[src/rtl/spdif_encoder.sv]
// S/PDIF (IEC 60958) transmitter: 24-bit stereo pairs in, biphase-mark serial stream out.
// One BMC cell per cell_ena_i strobe, 128 cells per frame, 192 frames per channel-status block.
module spdif_encoder #(
  parameter int FRAMES_PER_BLOCK = 192
) (
  input  logic        clk_i,
  input  logic        rst_i,
  input  logic        cell_ena_i,
  input  logic [23:0] left_i,
  input  logic [23:0] right_i,
  input  logic        user_i,
  input  logic        chstat_i,
  input  logic        valid_i,
  output logic        ready_o,
  output logic        spdif_o,
  output logic        frame_start_o,
  output logic        block_start_o,
  output logic        underrun_o
);

  localparam int FW = (FRAMES_PER_BLOCK > 1) ? $clog2(FRAMES_PER_BLOCK) : 1;
  localparam logic [FW-1:0] LAST_FRAME = FW'(FRAMES_PER_BLOCK - 1);

  localparam logic [7:0] PRE_B = 8'b11101000;
  localparam logic [7:0] PRE_M = 8'b11100010;
  localparam logic [7:0] PRE_W = 8'b11100100;

  logic [6:0]    cell_cnt_q,    cell_cnt_d;
  logic [FW-1:0] frame_cnt_q,   frame_cnt_d;
  logic          hold_full_q,   hold_full_d;
  logic [23:0]   hold_left_q,   hold_left_d;
  logic [23:0]   hold_right_q,  hold_right_d;
  logic          hold_u_q,      hold_u_d;
  logic          hold_c_q,      hold_c_d;
  logic          ready_q,       ready_d;
  logic [23:0]   frm_left_q,    frm_left_d;
  logic [23:0]   frm_right_q,   frm_right_d;
  logic          frm_u_q,       frm_u_d;
  logic          frm_c_q,       frm_c_d;
  logic          frm_v_q,       frm_v_d;
  logic          spdif_q,       spdif_d;
  logic          last_level_q,  last_level_d;
  logic          frame_start_q, frame_start_d;
  logic          block_start_q, block_start_d;
  logic          underrun_q,    underrun_d;

  logic          accept;
  logic          boundary;
  logic          sub_right;
  logic [4:0]    slot;
  logic [23:0]   sample;
  logic [31:0]   slot_word;
  logic [7:0]    pattern;
  logic          pre_ref;
  logic          line_next;

  always_comb begin
    cell_cnt_d    = cell_cnt_q;
    frame_cnt_d   = frame_cnt_q;
    hold_full_d   = hold_full_q;
    hold_left_d   = hold_left_q;
    hold_right_d  = hold_right_q;
    hold_u_d      = hold_u_q;
    hold_c_d      = hold_c_q;
    frm_left_d    = frm_left_q;
    frm_right_d   = frm_right_q;
    frm_u_d       = frm_u_q;
    frm_c_d       = frm_c_q;
    frm_v_d       = frm_v_q;
    spdif_d       = spdif_q;
    last_level_d  = last_level_q;
    frame_start_d = 1'b0;
    block_start_d = 1'b0;
    underrun_d    = 1'b0;

    accept    = valid_i & ready_q;
    boundary  = cell_ena_i & (cell_cnt_q == 7'd0);
    sub_right = cell_cnt_q[6];
    slot      = cell_cnt_q[5:1];
    sample    = sub_right ? frm_right_q : frm_left_q;

    // Slot-indexed subframe word: bit n is the value carried by slot n (preamble slots unused).
    slot_word = {^{frm_c_q, frm_u_q, frm_v_q, sample}, frm_c_q, frm_u_q, frm_v_q, sample, 4'b0000};

    if (sub_right) begin
      pattern = PRE_W;
    end else if (frame_cnt_q == '0) begin
      pattern = PRE_B;
    end else begin
      pattern = PRE_M;
    end

    // On the first preamble cell the prior level is still on the line; later cells use the latched copy.
    pre_ref = (cell_cnt_q[5:0] == 6'd0) ? spdif_q : last_level_q;

    if (cell_cnt_q[5:3] == 3'd0) begin
      line_next = pattern[3'd7 - cell_cnt_q[2:0]] ^ pre_ref;
    end else if (!cell_cnt_q[0]) begin
      line_next = ~spdif_q;
    end else begin
      line_next = slot_word[slot] ? ~spdif_q : spdif_q;
    end

    if (boundary) begin
      frame_start_d = 1'b1;
      block_start_d = (frame_cnt_q == '0);
      underrun_d    = ~hold_full_q;
      if (hold_full_q) begin
        frm_left_d  = hold_left_q;
        frm_right_d = hold_right_q;
        frm_u_d     = hold_u_q;
        frm_c_d     = hold_c_q;
        frm_v_d     = 1'b0;
        hold_full_d = 1'b0;
      end else begin
        frm_left_d  = '0;
        frm_right_d = '0;
        frm_u_d     = 1'b0;
        frm_c_d     = 1'b0;
        frm_v_d     = 1'b1;
      end
    end

    // A pair accepted on the boundary strobe lands in the holding register and waits a frame.
    if (accept) begin
      hold_full_d  = 1'b1;
      hold_left_d  = left_i;
      hold_right_d = right_i;
      hold_u_d     = user_i;
      hold_c_d     = chstat_i;
    end

    ready_d = ~hold_full_d;

    if (cell_ena_i) begin
      spdif_d    = line_next;
      cell_cnt_d = cell_cnt_q + 7'd1;
      if (cell_cnt_q[5:0] == 6'd0) begin
        last_level_d = spdif_q;
      end
      if (cell_cnt_q == 7'd127) begin
        frame_cnt_d = (frame_cnt_q == LAST_FRAME) ? '0 : frame_cnt_q + FW'(1);
      end
    end
  end

  always_ff @(posedge clk_i) begin
    if (rst_i) begin
      cell_cnt_q    <= '0;
      frame_cnt_q   <= '0;
      hold_full_q   <= 1'b0;
      hold_left_q   <= '0;
      hold_right_q  <= '0;
      hold_u_q      <= 1'b0;
      hold_c_q      <= 1'b0;
      ready_q       <= 1'b1;
      frm_left_q    <= '0;
      frm_right_q   <= '0;
      frm_u_q       <= 1'b0;
      frm_c_q       <= 1'b0;
      frm_v_q       <= 1'b0;
      spdif_q       <= 1'b0;
      last_level_q  <= 1'b0;
      frame_start_q <= 1'b0;
      block_start_q <= 1'b0;
      underrun_q    <= 1'b0;
    end else begin
      cell_cnt_q    <= cell_cnt_d;
      frame_cnt_q   <= frame_cnt_d;
      hold_full_q   <= hold_full_d;
      hold_left_q   <= hold_left_d;
      hold_right_q  <= hold_right_d;
      hold_u_q      <= hold_u_d;
      hold_c_q      <= hold_c_d;
      ready_q       <= ready_d;
      frm_left_q    <= frm_left_d;
      frm_right_q   <= frm_right_d;
      frm_u_q       <= frm_u_d;
      frm_c_q       <= frm_c_d;
      frm_v_q       <= frm_v_d;
      spdif_q       <= spdif_d;
      last_level_q  <= last_level_d;
      frame_start_q <= frame_start_d;
      block_start_q <= block_start_d;
      underrun_q    <= underrun_d;
    end
  end

  assign ready_o       = ready_q;
  assign spdif_o       = spdif_q;
  assign frame_start_o = frame_start_q;
  assign block_start_o = block_start_q;
  assign underrun_o    = underrun_q;

endmodule

[config.mk]
export PLATFORM = sky130hd
export DESIGN_NAME = spdif_encoder
export DESIGN_NICKNAME = d
export VERILOG_FILES = /design/src/rtl/spdif_encoder.sv
export SDC_FILE = /design/constraint.sdc
export NUM_CORES = 1
export LEC_CHECK = 0
export BUFFER_PORTS_ARGS = -buffer_cell sky130_fd_sc_hd__clkbuf_2
export CORE_UTILIZATION = 54
export CTS_BUF_LIST = sky130_fd_sc_hd__clkbuf_4 sky130_fd_sc_hd__clkbuf_8
export CTS_CLUSTER_DIAMETER = 30
export DETAILED_ROUTE_END_ITERATION = 16
export HOLD_SLACK_MARGIN = 0.15
export PLACE_DENSITY = 0.77
export SLEW_MARGIN = 20
export SYNTH_ARGS = -nofsm -noshare
export SYNTH_HDL_FRONTEND = slang
export SYNTH_SLANG_ARGS = --single-unit
[constraint.sdc]
create_clock -name clk_i -period 2.1 [get_ports clk_i]
set_input_delay 0.105 -clock clk_i [delete_from_list [all_inputs] [get_ports clk_i]]
set_output_delay 0.105 -clock clk_i [all_outputs]
set_load 0.005 [all_outputs]
; Word level (Yosys, flattened, before mapping)
; Index checks and enable logic that the tools add are counted.
[totals]
register_bits = 123
elab_cells = 61
out_inout_bits = 5
[op_classes]
n_mux = 20
n_eq_ne = 3
add_sub_neg = 3
bitwise_logic = 7
n_reduce_logical = 8
magnitude_cmp = 2
[op_table]
columns = cell, n
row1 = 24-bit two-way mux, 3
row2 = 27-bit XOR reduction, 1
row3 = 1-bit two-way mux, 12
row4 = 8-bit by 1-bit adder with 8-bit output (second input constant), 1
row5 = 8-bit equality test (second input constant), 1
row6 = 8-bit zero test, 1
row7 = 4-bit two-way mux, 2
row8 = 8-bit two-way mux, 1
row9 = 7-bit by 1-bit adder with 7-bit output (second input constant), 1
row10 = 7-bit equality test (second input constant), 1
row11 = 7-bit zero test, 1
row12 = 6-bit zero test, 1
row13 = 5-bit by 6-bit < comparator with 1-bit output (second input constant), 1
row14 = 1-bit binary-select mux with 5-bit select, 1
row15 = 3-bit by 4-bit < comparator with 1-bit output (second input constant), 1
row16 = 1-bit inverter, 4
row17 = 2-bit AND reduction, 2
row18 = 1-bit binary-select mux with 3-bit select, 1
row19 = 3-bit zero test, 1
row20 = 3-bit by 1-bit inequality test with 1-bit output (second input constant), 1
row21 = 3-bit subtractor (first input constant), 1
row22 = 1-bit bitwise AND, 2
row23 = 2-bit OR reduction, 1
row24 = 1-bit XOR, 1

; Depth between registers and ports, before layout
[depth]
depth_word = 7
depth_mapped = 13
depth_no_buf = 9

; Worst setup path before layout
; OpenSTA, ideal clock, no wires.
[synth_timing]
kind = register to register
startpoint = register cell_cnt_q[1]
endpoint = register frm_left_q[10]
t_arrival_ps = 2208
path_stages_with_launch = 14
t_required_ps = 1983
setup_time_ps = 117
slack_ps = -225
cell_sequence = dfxtp_1 > buf_6 > buf_2 > inv_1 > ha_1 > nor2b_1 > nand3_1 > or2_2 > clkbuf_1 > nor2_1 > and2_1 > buf_4 > buf_4 > a22o_1
[synth_between]
elab_chain_cells = 2
[synth_rtl]
columns = element, line
row1 = from (decl), 28  ; logic [6:0] cell_cnt_q, cell_cnt_d;
row2 = from (signal assigned), 168  ; cell_cnt_q <= cell_cnt_d;
row3 = 7-bit zero test, 77  ; boundary = cell_ena_i & (cell_cnt_q == 7'd0);
row4 = 1-bit bitwise AND, 77
row5 = to (signal assigned), 176  ; frm_left_q <= frm_left_d;
row6 = to (decl), 36  ; logic [23:0] frm_left_q, frm_left_d;
; Every way passes these cells.
; A chain may end at the register's enable or synchronous reset.

; Worst setup path in the final report
[layout_timing]
startpoint = register cell_cnt_q[6]
endpoint = register spdif_q, in the netlist spdif_o
[layout_between]
elab_chain_cells = 6
elab_cells_between_ends = 11
[layout_rtl]
columns = element, line
row1 = 24-bit two-way mux, 80  ; sample = sub_right ? frm_right_q : frm_left_q;
row2 = 27-bit XOR reduction, 83  ; slot_word = {^{frm_c_q, frm_u_q, frm_v_q, sample}, frm_c_q, frm_u_q, frm_v_q, sample, 4'b0000};
row3 = 1-bit binary-select mux with 5-bit select, 101  ; line_next = slot_word[slot] ? ~spdif_q : spdif_q;
row4 = 1-bit two-way mux (not written as such), 101
row5 = 3-bit by 1-bit inequality test with 1-bit output (no source line), --
row6 = 2-bit AND reduction (no source line), --
row7 = to (signal assigned), 181  ; spdif_q <= spdif_d;
row8 = to (decl), 41  ; logic spdif_q, spdif_d;
; Several ways; a longest one is shown, not always the timed one. The select of a mux whose other input is x is not followed.

==> run_results.csv <==
group,metric,value,unit
run_status,status,"complete, but fails checks",
run_status,violations,"negative setup slack",
finish,drive_gt1_share,28.2,%
synth,ys_ff_latch,123,
pwr,p_sw_share,27.4,%
global_routing,antenna_found_initial,0,
timing,setup_ws,-127,ps
setup_path,cp_slowest_cell,"mux4_2",
routing,viasPerCell,5.59,
finish,finalInstanceArea,7140,um2
setup_path,cp_max_fo,7,
synth,syn_nets,612,
clock_tree,clkTransAtPathRegs,80,ps
pwr,clkPwrFrac,39.6,%
clock_tree,numCtsBuffers,17,
hold_path,hold_start,"valid_i",
pwr,p_seq_share,48.8,%
routing,drt_iter0_markers,273,
setup_path,endpoint_kind,"register",
finish,final_util,76.6,%
clock_tree,clkLatencyLatePin,440,ps
clock_tree,cts_tree,"built",
pwr,powerDensity,713,nW/um2
setup_path,worstSetupPathType,"reg2reg",
floorplanning,initial_utilization,56.4,%
finish,final_cell_mix,"dfxtp_1, nand2_1, a21oi_1, clkbuf_2, dlygate4sd3_1",
setup_path,worst_ep_required_time,2420,ps
clock_tree,clockBufferDepth,2,
routing,wl_per_cell,17.4,um
routing,route.detailed.drc,0,
finish,layout_commonest_cell,"dfxtp_1",
pwr,total_power,5.10,mW
routing,ant_nets,0,
global_routing,grt-ovfl-total,0,
finish,antennaDiodeCount,0,
placed_design,post-dp-hpwl,8.65,mm
timing,clock.fmax,0.449,GHz
setup_path,cp.arrival,2550,ps
finish,fillers,599,
setup_path,cpMostUsedCell,"mux4_2",
setup_path,crit_path_cell_trace,"buf_12 > buf_8 > buf_6 > mux4_2 > mux4_2 > a221oi_2 > o31ai_2 > mux2i_1",
global_routing,grt_pass1_wl,22.3,mm
synth,synthesis.area,5270,um2
pwr,combPwrFrac,11.6,%
global_routing,grt_pass1_vias,4665,
finish,nets,758,
flow_run,maxCapViolCount,0,
global_routing,grtUsageTotal,29.0,%
placed_design,place.gp.congestion,0.884,
timing,finalCritPeriodShare,106,%
pwr,power.switching,1.40,mW
synth,synth_cell_types,43,
floorplanning,io-pin-count,59,
pwr,p_leak,2.97,nW
clock_tree,root_buffer,"clkbuf_8",
synth,yosys_warnings,0,
timing,finalHoldViolations,0,
timing,setup_viol,1,
timing,fin_skew,11.0,ps
floorplanning,die_x,101,um
floorplanning,die_area,10100,um2
routing,num_vias,4709,
hold_path,hp-class,"in2reg",
placed_design,post-place-ws,-125,ps
global_routing,grt_max_degree,52,
clock_tree,clock-sinks,123,
placed_design,place_area,5960,um2
timing,period_needed,2230,ps
setup_path,timing.rr.start,"cell_cnt_q[6]$_SDFFE_PP0P_",
routing,drtPass1Iterations,5,
routing,routed_wl,14.7,mm
synth,syn_avg_cell_area,9.50,um2
setup_path,critPathMaxStageDelay,510,ps
timing,rsz0062_at_grt,"yes",
timing,max_slew_margin,63.7,%
pwr,intPower,3.70,mW
synth,syn-instance-count,554,
timing,fin_setup_tns,-127,ps
synth,seq_area_frac_synth,46.8,%
pwr,ir_worst_vdd,526,uV
setup_path,crit_start,"cell_cnt_q[6]$_SDFFE_PP0P_",
floorplanning,die_y,101,um
setup_path,start_kind,"register",
timing,worst_pin_slew,545,ps
clock_tree,htree_levels,4,
placed_design,port_buffers,58,
floorplanning,core,9330,um2
timing,slew_viol_final,0,
finish,area_growth,35.7,%
floorplanning,rows,35,
## layout make-up
| class | instances | area (um2) | area share (%) |
|---|---|---|---|
| clock buffers | 18 | 248 | 3.47 |
| multi-input cells | 384 | 2740 | 38.4 |
| inverters | 5 | 18.8 | 0.263 |
| flip-flops and latches | 123 | 2470 | 34.6 |
| repair buffers | 169 | 1370 | 19.2 |
| well taps | 129 | 161 | 2.26 |
| clock inverters | 14 | 135 | 1.89 |
## path summary, 6_finish.rpt
path	end	depth (start not counted)	slack, ps
min reg2reg	hold_left_q[6]$_SDFFE_PP0P_	2	460
min	hold_right_q[10]$_SDFFE_PP0P_	5	320
max	spdif_o$_SDFFE_PP0P_	8	-130
max reg2reg	spdif_o$_SDFFE_PP0P_	8	-130
## synthesized netlist by cell type, drive strengths merged
cell / instances / share of area, %
a31o: 1 / 0.17
nand4: 4 / 0.48
a21o: 1 / 0.14
nand2: 112 / 8.0
buf: 18 / 2.3
nor4: 1 / 0.12
or2: 1 / 0.12
o311a: 1 / 0.19
mux4: 9 / 3.8
o311ai: 1 / 0.17
o21ai: 7 / 0.67
xnor3: 2 / 0.86
a21oi: 58 / 5.5
nor3: 3 / 0.38
inv: 5 / 0.36
xor2: 27 / 4.5
nand3b: 2 / 0.29
xnor2: 18 / 3.0
nand2b: 3 / 0.36
ha: 4 / 0.95
and2: 3 / 0.36
a221oi: 1 / 0.29
o21bai: 1 / 0.14
o31ai: 1 / 0.14
mux2i: 28 / 5.3
clkbuf: 24 / 1.7
mux2: 5 / 1.1
a31oi: 1 / 0.12
nor2: 23 / 1.6
or3: 3 / 0.36
and4: 1 / 0.17
nand3: 9 / 0.86
a22o: 48 / 8.0
dfxtp: 123 / 47
a211oi: 1 / 0.14
nor2b: 2 / 0.24
or4b: 1 / 0.19
and3: 1 / 0.12
## what timing repair did
action,CTS,global route
gates cloned,0,3
hold endpoints to repair,54,0
pin swaps,0,8
setup endpoints to repair,1,51
gates resized for setup,8,37
hold buffers,52,0
setup buffers,0,8
## metal layers
metal	wire length [um]	up-vias	track usage (%)	share of wire, %
met5	0	-	0	0
met4	322	0	10.6	2.2
met3	630	33	6.17	4.3
met2	7840	151	53.9	53
met1	5860	2320	32.6	40
li1	-	2205	-	-
## logic make-up after synthesis
group / Yosys count / synth area share (%)
DFF: 123 / 46.8
AOI/OAI and AO/OA: 122 / 15.7
muxes: 42 / 10.2
buffers and inverters: 47 / 4.40
and+or+nand+nor: 169 / 13.6
adders and majority gates: 4 / 0.951
xor gates and xnor gates: 47 / 8.34
## sequential cells by signal, summed over array words and instances (netlist names), 7 cells and up
name          flops
hold_left_q      24
frm_left_q       24
frame_cnt_q       8
hold_right_q     24
cell_cnt_q        7
frm_right_q      24
## power by group through the flow
stage	logic (mW)	clock network, mW	registers, mW
after global routing	0.640	2.14	2.50
after floorplan	0.324	0	2.52
after CTS	0.552	2.03	2.48
after global placement	0.450	0	2.53
final	0.591	2.02	2.49
after detailed placement	0.469	0	2.54
## critical path, delay by kind of cell, from the launching register on
kind	cells	cell delay (ps)
buf+inv	3	380
flops	1	380
mux	3	900
compound gates	2	430
## stage by stage
stage	hold WS (ps)	std cells
after floorplan	241	554
after global placement	327	748
after detailed placement	333	748
after CTS	310	832
after global routing	345	842
final	322	842
Note: power is estimated with default switching activity, not from simulation.
